`src/rtl/arith_pkg.sv`:
```
// -----------------------------------------------------------------------------
// arith_pkg
// Shared definitions for the bit-serial arithmetic blocks of the arithmetic
// library.
//   arith_state_e : sequencing states used by the serial operators
//   ARITH_WIDTH   : default operand width for library blocks
// -----------------------------------------------------------------------------
package arith_pkg;

    // Default operand/result width for the arithmetic library blocks.
    localparam int ARITH_WIDTH = 8;

    // Sequencing states of a bit-serial operator.
    typedef enum logic [1:0] {
        IDLE  = 2'd0,
        SHIFT = 2'd1,
        DONE  = 2'd2
    } arith_state_e;

endpackage : arith_pkg

```
`src/rtl/full_subtractor.sv`:
```
// -----------------------------------------------------------------------------
// full_subtractor
// One-bit combinational full-subtractor cell, the mirror of the library's
// full-adder cell. It computes a - b - bin for single bits.
// Ports:
//   a    in  : minuend bit
//   b    in  : subtrahend bit
//   bin  in  : borrow in
//   d    out : difference bit
//   bout out : borrow out (set when a < b + bin)
// -----------------------------------------------------------------------------
module full_subtractor (
    input  logic a,
    input  logic b,
    input  logic bin,
    output logic d,
    output logic bout
);

    assign d    = a ^ b ^ bin;
    assign bout = (~a & b) | (~a & bin) | (b & bin);

endmodule : full_subtractor

```
`src/rtl/serial_subtractor.sv`:
```
// -----------------------------------------------------------------------------
// serial_subtractor
// Bit-serial, LSB-first subtractor computing diff = a - b - bin (mod 2^WIDTH)
// with a single full-subtractor cell and a borrow flip-flop. This block trades
// latency for area: one operation takes WIDTH+2 cycles.
//
// Handshake: a start seen in IDLE latches a, b and bin. busy is high for the
// WIDTH shift cycles, and done pulses for one cycle once the results are
// valid. Results hold until the next accepted operation completes.
//
// Ports:
//   clk    in  : system clock, rising-edge active
//   rst_n  in  : asynchronous active-low reset
//   start  in  : operation request, only sampled in IDLE
//   a      in  : minuend   [WIDTH-1:0]
//   b      in  : subtrahend [WIDTH-1:0]
//   bin    in  : borrow in
//   busy   out : operation in progress
//   done   out : one-cycle pulse, results valid from this cycle on
//   diff   out : difference [WIDTH-1:0]
//   bout   out : borrow out (unsigned underflow)
//   ovf    out : two's-complement signed overflow
// -----------------------------------------------------------------------------
module serial_subtractor
    import arith_pkg::*;
#(
    parameter int WIDTH = ARITH_WIDTH
) (
    input  logic             clk,
    input  logic             rst_n,
    input  logic             start,
    input  logic [WIDTH-1:0] a,
    input  logic [WIDTH-1:0] b,
    input  logic             bin,
    output logic             busy,
    output logic             done,
    output logic [WIDTH-1:0] diff,
    output logic             bout,
    output logic             ovf
);

    // The counter must be able to hold WIDTH itself so it never wraps within
    // an operation.
    localparam int            CW       = $clog2(WIDTH + 1);
    localparam logic [CW-1:0] CNT_ONE  = CW'(1);
    localparam logic [CW-1:0] CNT_LAST = CW'(WIDTH - 1);

    arith_state_e     state_r;
    arith_state_e     state_next_s;
    logic [CW-1:0]    cnt_r;
    logic [WIDTH-1:0] a_sh_r;
    logic [WIDTH-1:0] b_sh_r;
    logic [WIDTH-1:0] d_sh_r;
    logic [WIDTH-1:0] d_sh_next_s;
    logic             br_r;
    logic             cell_d_s;
    logic             cell_bout_s;
    logic             last_bit_s;
    logic             busy_r;
    logic             done_r;
    logic [WIDTH-1:0] diff_r;
    logic             bout_r;
    logic             ovf_r;

    // The single arithmetic cell: operand LSBs plus the running borrow.
    full_subtractor u_cell (
        .a    (a_sh_r[0]),
        .b    (b_sh_r[0]),
        .bin  (br_r),
        .d    (cell_d_s),
        .bout (cell_bout_s)
    );

    // The counter still holds the index of the bit being processed, so the
    // final bit is the one at index WIDTH-1.
    assign last_bit_s = (cnt_r == CNT_LAST);

    // Next-state logic of the sequencing FSM.
    always_comb begin
        state_next_s = state_r;
        case (state_r)
            IDLE: begin
                if (start) begin
                    state_next_s = SHIFT;
                end else begin
                    state_next_s = IDLE;
                end
            end
            SHIFT: begin
                if (last_bit_s) begin
                    state_next_s = DONE;
                end else begin
                    state_next_s = SHIFT;
                end
            end
            DONE: begin
                state_next_s = IDLE;
            end
            default: begin
                state_next_s = IDLE;
            end
        endcase
    end

    // Difference register after this cycle's shift: the new bit enters at the
    // MSB end, so after WIDTH shifts bit 0 of a sits in bit 0 of the result.
    always_comb begin
        d_sh_next_s              = d_sh_r >> 1;
        d_sh_next_s[WIDTH-1]     = cell_d_s;
    end

    // FSM state register.
    always_ff @(posedge clk or negedge rst_n) begin
        if (!rst_n) begin
            state_r <= IDLE;
        end else begin
            state_r <= state_next_s;
        end
    end

    // Operand capture, serial shifting and result loading.
    always_ff @(posedge clk or negedge rst_n) begin
        if (!rst_n) begin
            a_sh_r <= '0;
            b_sh_r <= '0;
            d_sh_r <= '0;
            br_r   <= 1'b0;
            cnt_r  <= '0;
            diff_r <= '0;
            bout_r <= 1'b0;
            ovf_r  <= 1'b0;
        end else begin
            case (state_r)
                IDLE: begin
                    if (start) begin
                        a_sh_r <= a;
                        b_sh_r <= b;
                        br_r   <= bin;
                        d_sh_r <= '0;
                        cnt_r  <= '0;
                    end
                end
                SHIFT: begin
                    a_sh_r <= a_sh_r >> 1;
                    b_sh_r <= b_sh_r >> 1;
                    br_r   <= cell_bout_s;
                    d_sh_r <= d_sh_next_s;
                    cnt_r  <= cnt_r + CNT_ONE;
                    if (last_bit_s) begin
                        // br_r is the borrow into the MSB, cell_bout_s the
                        // borrow out of it; they differ exactly on signed
                        // overflow.
                        diff_r <= d_sh_next_s;
                        bout_r <= cell_bout_s;
                        ovf_r  <= br_r ^ cell_bout_s;
                    end
                end
                DONE: begin
                    // Results are already loaded; nothing moves.
                end
                default: begin
                    // Unreachable encoding; the FSM returns to IDLE.
                end
            endcase
        end
    end

    // Registered handshake flags, derived from the state being entered so
    // they line up with the state itself.
    always_ff @(posedge clk or negedge rst_n) begin
        if (!rst_n) begin
            busy_r <= 1'b0;
            done_r <= 1'b0;
        end else begin
            busy_r <= (state_next_s == SHIFT);
            done_r <= (state_next_s == DONE);
        end
    end

    assign busy = busy_r;
    assign done = done_r;
    assign diff = diff_r;
    assign bout = bout_r;
    assign ovf  = ovf_r;

endmodule : serial_subtractor

```
`config.mk`:
```
export PLATFORM = sky130hd
export DESIGN_NAME = serial_subtractor
export DESIGN_NICKNAME = d
export VERILOG_FILES = /design/src/rtl/arith_pkg.sv /design/src/rtl/full_subtractor.sv /design/src/rtl/serial_subtractor.sv
export SDC_FILE = /design/constraint.sdc
export NUM_CORES = 1
export LEC_CHECK = 0
export CORE_MARGIN = 1.5
export CORE_UTILIZATION = 51
export CTS_CLUSTER_DIAMETER = 100
export CTS_CLUSTER_SIZE = 14
export DETAILED_ROUTE_END_ITERATION = 8
export PLACE_DENSITY = 0.78
export SLEW_MARGIN = 5
export SYNTH_ARGS = -nofsm -noshare
export SYNTH_HDL_FRONTEND = slang
export SYNTH_HIERARCHICAL = 1
export SYNTH_SLANG_ARGS = --single-unit
```
`constraint.sdc`:
```
create_clock -name clk -period 1.9 [get_ports clk]
set_clock_uncertainty 0.15 [all_clocks]
set_input_delay 0.38 -clock clk [delete_from_list [all_inputs] [get_ports clk]]
set_output_delay 0.38 -clock clk [all_outputs]
set_load 0.01 [all_outputs]
```
# --- Yosys cells after proc, flatten, opt, wreduce, memory -nomap -nowiden ---
# Cells that the tools add are included.
word_totals:
  ff_bits: 43
  inputBits: 20
  out_inout_bits: 12
  elab_cells: 43
op_classes:
  eq_ne: 5
  mux: 13
  n_reduce_logical: 4
  bitwise: 9
  addsub: 1
ops:
  columns: ["cell", "count"]
  rows:
  - ["$pmux 8 s2", 3]
  - ["$mux 8", 3]
  - ["$pmux 4 s2", 1]
  - ["$add 4x1->4 const B", 1]
  - ["$eq 2x1->1 const B", 2]
  - ["$eq 4x3->1 const B", 1]
  - ["$mux 4", 1]
  - ["$pmux 2 s2", 1]
  - ["$reduce_and 2->1", 2]
  - ["$and 1x1->1", 3]
  - ["$xor 1x1->1", 3]
  - ["$eq 2x2->1 const B", 1]
  - ["$logic_not 2->1", 1]
  - ["$mux 1", 2]
  - ["$mux 2", 1]
  - ["$ne 2x2->1 const B", 1]
  - ["$or 1x1->1", 2]
  - ["$pmux 1 s2", 1]
  - ["$reduce_bool 2->1", 1]
  - ["$not 1->1", 1]

# --- Logic depth before layout (Yosys ltp) ---
depth:
  depth_word: 5
  depth_mapped: 5

# --- Modules after synthesis ---
# Netlist, hierarchy kept.
by_module_without_submodules:
  columns: ["mod", "seq_area_each_um2", "area_per_inst_um2", "cells_each", "instances"]
  rows:
  - ["serial_subtractor", 1051.0, 1794.2, 158, 1]
  - ["full_subtractor", 0.0, 27.5, 3, 1]

# --- Least setup slack after synthesis ---
# No wires, ideal clock.
synth_path:
  path_type: "register to register"
  from: "register cnt_r[0]"
  to: "register bout_r, in the netlist bout"
  setup_ns: 0.128
  n_path_buf: 1
  t_arrival_ns: 1.268
  t_required_ns: 1.622
  stages_incl_launch_ff: 6
  slack_ns: 0.355
  path_cell_list: "dfrtp_1 > ha_1 > nand2_1 > nor3_2 > buf_4 > mux2_1"
synth_via:
  elab_chain_len: 2
synth_lines:
  columns: ["item", "line", "source"]
  rows:
  - ["from (decl)", "serial_subtractor.sv:50", "logic [CW-1:0] cnt_r;"]
  - ["from (signal assigned)", "serial_subtractor.sv:148", "cnt_r <= cnt_r + CNT_ONE;"]
  - ["$eq 4x3->1", "serial_subtractor.sv:76", "assign last_bit_s = (cnt_r == CNT_LAST);"]
  - ["$reduce_and 2->1 (no source line)", null, null]
  - ["to (signal assigned)", "serial_subtractor.sv:154", "bout_r <= cell_bout_s;"]
  - ["to (decl)", "serial_subtractor.sv:62", "logic bout_r;"]
# No other way between the ends.
# A chain may end at the register's enable or synchronous reset.

# --- Worst setup path after layout ---
layout_path:
  from: "register diff_r[3], in the netlist diff[3]"
  to: "output port diff[3]"
layout_rtl:
  columns: ["item", "line", "source"]
  rows:
  - ["from (decl)", "serial_subtractor.sv:61", "logic [WIDTH-1:0] diff_r;"]
  - ["from (signal assigned)", "serial_subtractor.sv:153", "diff_r <= d_sh_next_s;"]
  - ["to (decl)", "serial_subtractor.sv:37", "output logic [WIDTH-1:0] diff,"]
# No word-level cell between the ends.

==> summary.md <==
| Metric | Value |
|---|---|
| Status | `finished clean` |
| Root buf cell | `clkbuf_4` |
| RSZ-0062 raised after global routing | `false` |
| Avg Cell Area, Syn | `11.3 um2` |
| Ratio of final minimum period to clock period | `94.5%` |
| Largest cells by area after synthesis | `dfrtp_1 58%, o22ai_2 9.6%, nor2_1 6.2%` |
| F_max | `0.557 GHz` |
| Register area share after synthesis | `57.7%` |
| Drt total wl | `3200 um` |
| Synth-to-layout area growth | `26.2%` |
| Cell variety after synth | `30` |
| PortBufs | `31` |
| Wire per inst | `13.1 um` |
| Worst vdd ir | `728 uV` |
| Initial antenna violation count | `0` |
| Setup WS pre-CTS | `-0.0629 ns` |
| Row count | `21` |
| Crit path cell chain | `clkdlybuf4s50_1` |
| Minimum clock period | `1.79 ns` |
| Syn nets | `183` |
| Yosys top cell area share | `57.7%` |
| DRT antenna net count | `0` |
| CTS Buf Count | `5` |
| Nets | `218` |
| Post-detail-place hpwl | `2160 um` |
| Most frequent cell after synthesis | `dfrtp_1` |
| Vias per Instance | `5.15` |
| Final setup violation count | `0` |
| Rel. slew slack | `66.8%` |
| Vias in the first global route | `1291` |
| Full die area | `0.00394 mm2` |
| Pin count of the biggest net entering global routing | `43` |
| Cells after Synth | `161` |
| Final worst slack | `0.105 ns` |
| H-tree levels | `2` |
| Yosys warning total | `6` |
| Max Buffers Root-to-Sink | `2` |
| PD cells | `1670 mW/mm2` |
| Endpoints failing hold | `0` |
| Cell taking the most area after synthesis | `dfrtp_1` |
| Mapped Area | `0.00182 mm2` |
| Crit end category | `output pin` |
| Critical Path RT | `1.37 ns` |
| Commonest cells post-synth | `42 x dfrtp_1, 30 x nor2_1, 20 x nand2_1` |
| First-pass GRT wire length | `5620 um` |
| Post-CTS Setup Repair Bufs | `0` |
| Routed via count | `1252` |
| Ports | `32` |
| DR DRC count | `0` |
| Slowest stage delay, CP | `0.54 ns` |
| Starting Density | `53.7%` |
| HP Class | `reg2reg` |
| Critical path's slowest cell | `clkdlybuf4s50_1` |
| Worst EP arrival | `1.26 ns` |
| Number of fill cells in the layout | `252` |
| Pins Over Slew Limit | `0` |
| Least-Margin Pin Slew | `0.499 ns` |
| Worst-path clk slew | `0.12 ns` |
| GPL Wtd Cong | `0.715` |
| CTS tree | `done` |
| Max Cap Viol | `0` |
| Ys async rst share | `100%` |
| Critical path class | `reg2out` |
| Critical Path Start Type | `register` |
| Layout cells sized above 1 | `16.8%` |
| Chip width | `62.8 um` |
| Post-CTS sizing | `0` |
| Core area | `0.00339 mm2` |
| Finished Core Util | `67.8%` |
| Leak | `0.00105 uW` |
| Initial DRC count | `71` |
| Clock sink count | `42` |
| CTS Hold Bufs | `1` |
| # diodes | `0` |
| Ys flop type | `dfrtp_1` |
| Gr ovfl total | `0` |
| Worst Path Buf+Inv | `1` |
| 1st-pass router iterations | `4` |
| All-Layer GR Usage | `18.3%` |
| DIE HEIGHT | `62.8 um` |
| Crit path max fanout | `2` |
| EDFF count, synth | `0` |
| Clock latency on the worst-skew pair | `0.35 ns` |
| Cell family with most CP delay | `buffers and inverters` |
| Seq cells post-synth | `42` |
-- where the power goes --
part / switching, uW / internal (uW)
clock network: 280 / 446
registers: 274 / 1310
logic: 760 / 778
-- logic make-up (layout without fill, tap and decap cells) --
| kind of cell | count (synthesis) | in the layout | share of synthesized area, % |
|---|---|---|---|
| AOI/OAI and AO/OA | 22 | 22 | 12.3 |
| DFF | 42 | 42 | 57.7 |
| buffers and inverters | 15 | 51 | 4.81 |
| muxes | 11 | 11 | 6.73 |
| xor gates and xnor gates | 2 | 2 | 0.962 |
| adders and majority gates | 2 | 2 | 1.79 |
| and+or+nand+nor | 67 | 67 | 15.7 |
-- through the flow --
stage	cell area [um2]	total power (uW)	hold WS, ns	TNS, ns	std cells
floorplan	1820	2630	-0.0656	0	161
global placement	2180	3060	0.316	-0.0419	234
global route	2300	4120	0.378	0	243
finish	2300	3840	0.348	0	243
detailed placement	2180	3150	0.320	-0.553	234
CTS	2300	3880	0.353	0	243
-- worst register-to-register path, cell delays in order (launching register included) --
cell and delay [ns]:
dfrtp_1 0.41, ha_1 0.21, nand2_1 0.10, nor3_2 0.14, buf_4 0.20, mux2_1 0.33
-- final cells by class --
cell class,count,area (um2),share of cell area [%]
inverters,4,15.0,0.653
clock buffers,6,51.3,2.23
well taps,46,57.6,2.50
repair buffers,39,380,16.5
multi-input cells,104,683,29.7
clock inverters,2,60.1,2.61
flip-flops and latches,42,1050,45.7
-- flip-flops by register name, indices dropped and copies added, names as in the netlist --
signal	cells
a_sh_r	8
b_sh_r	8
diff	8
d_sh_r	7
cnt_r	4
state_r	2
bout	1
br_r	1
busy	1
done	1
ovf	1
-- path summary, 6_finish.rpt --
path                           from    endpoint  slack (ns)  cells after the start
setup / recovery            diff[3]     diff[3]        0.11                      1
hold / removal              diff[2]     diff[2]        0.35                      1
setup reg to reg           cnt_r[0]     diff[1]        0.24                      5
hold reg to reg             diff[2]     diff[2]        0.35                      1
max in group asynchronous     rst_n  state_r[1]        0.81                      3
min in group asynchronous     rst_n   a_sh_r[2]        0.44                      3
-- per-layer routing --
layer	vias up	wire (um)	global-route usage (%)
met5	-	0	0
met4	0	47	9.17
met3	5	144	3.42
met2	34	1520	30.2
met1	608	1480	23.1
li1	605	-	-
-- cell usage in the layout (no fill, tap or decap), types with 4 or more instances in the layout --
cell             count
o22ai_2             14
clkbuf_4             5
buf_4                6
nand2_1             20
clkdlybuf4s50_1     30
inv_1                4
mux2_1               9
nand3_1             10
nor2_1              30
dfrtp_1             42
Note: power is estimated with default switching activity, not from simulation.
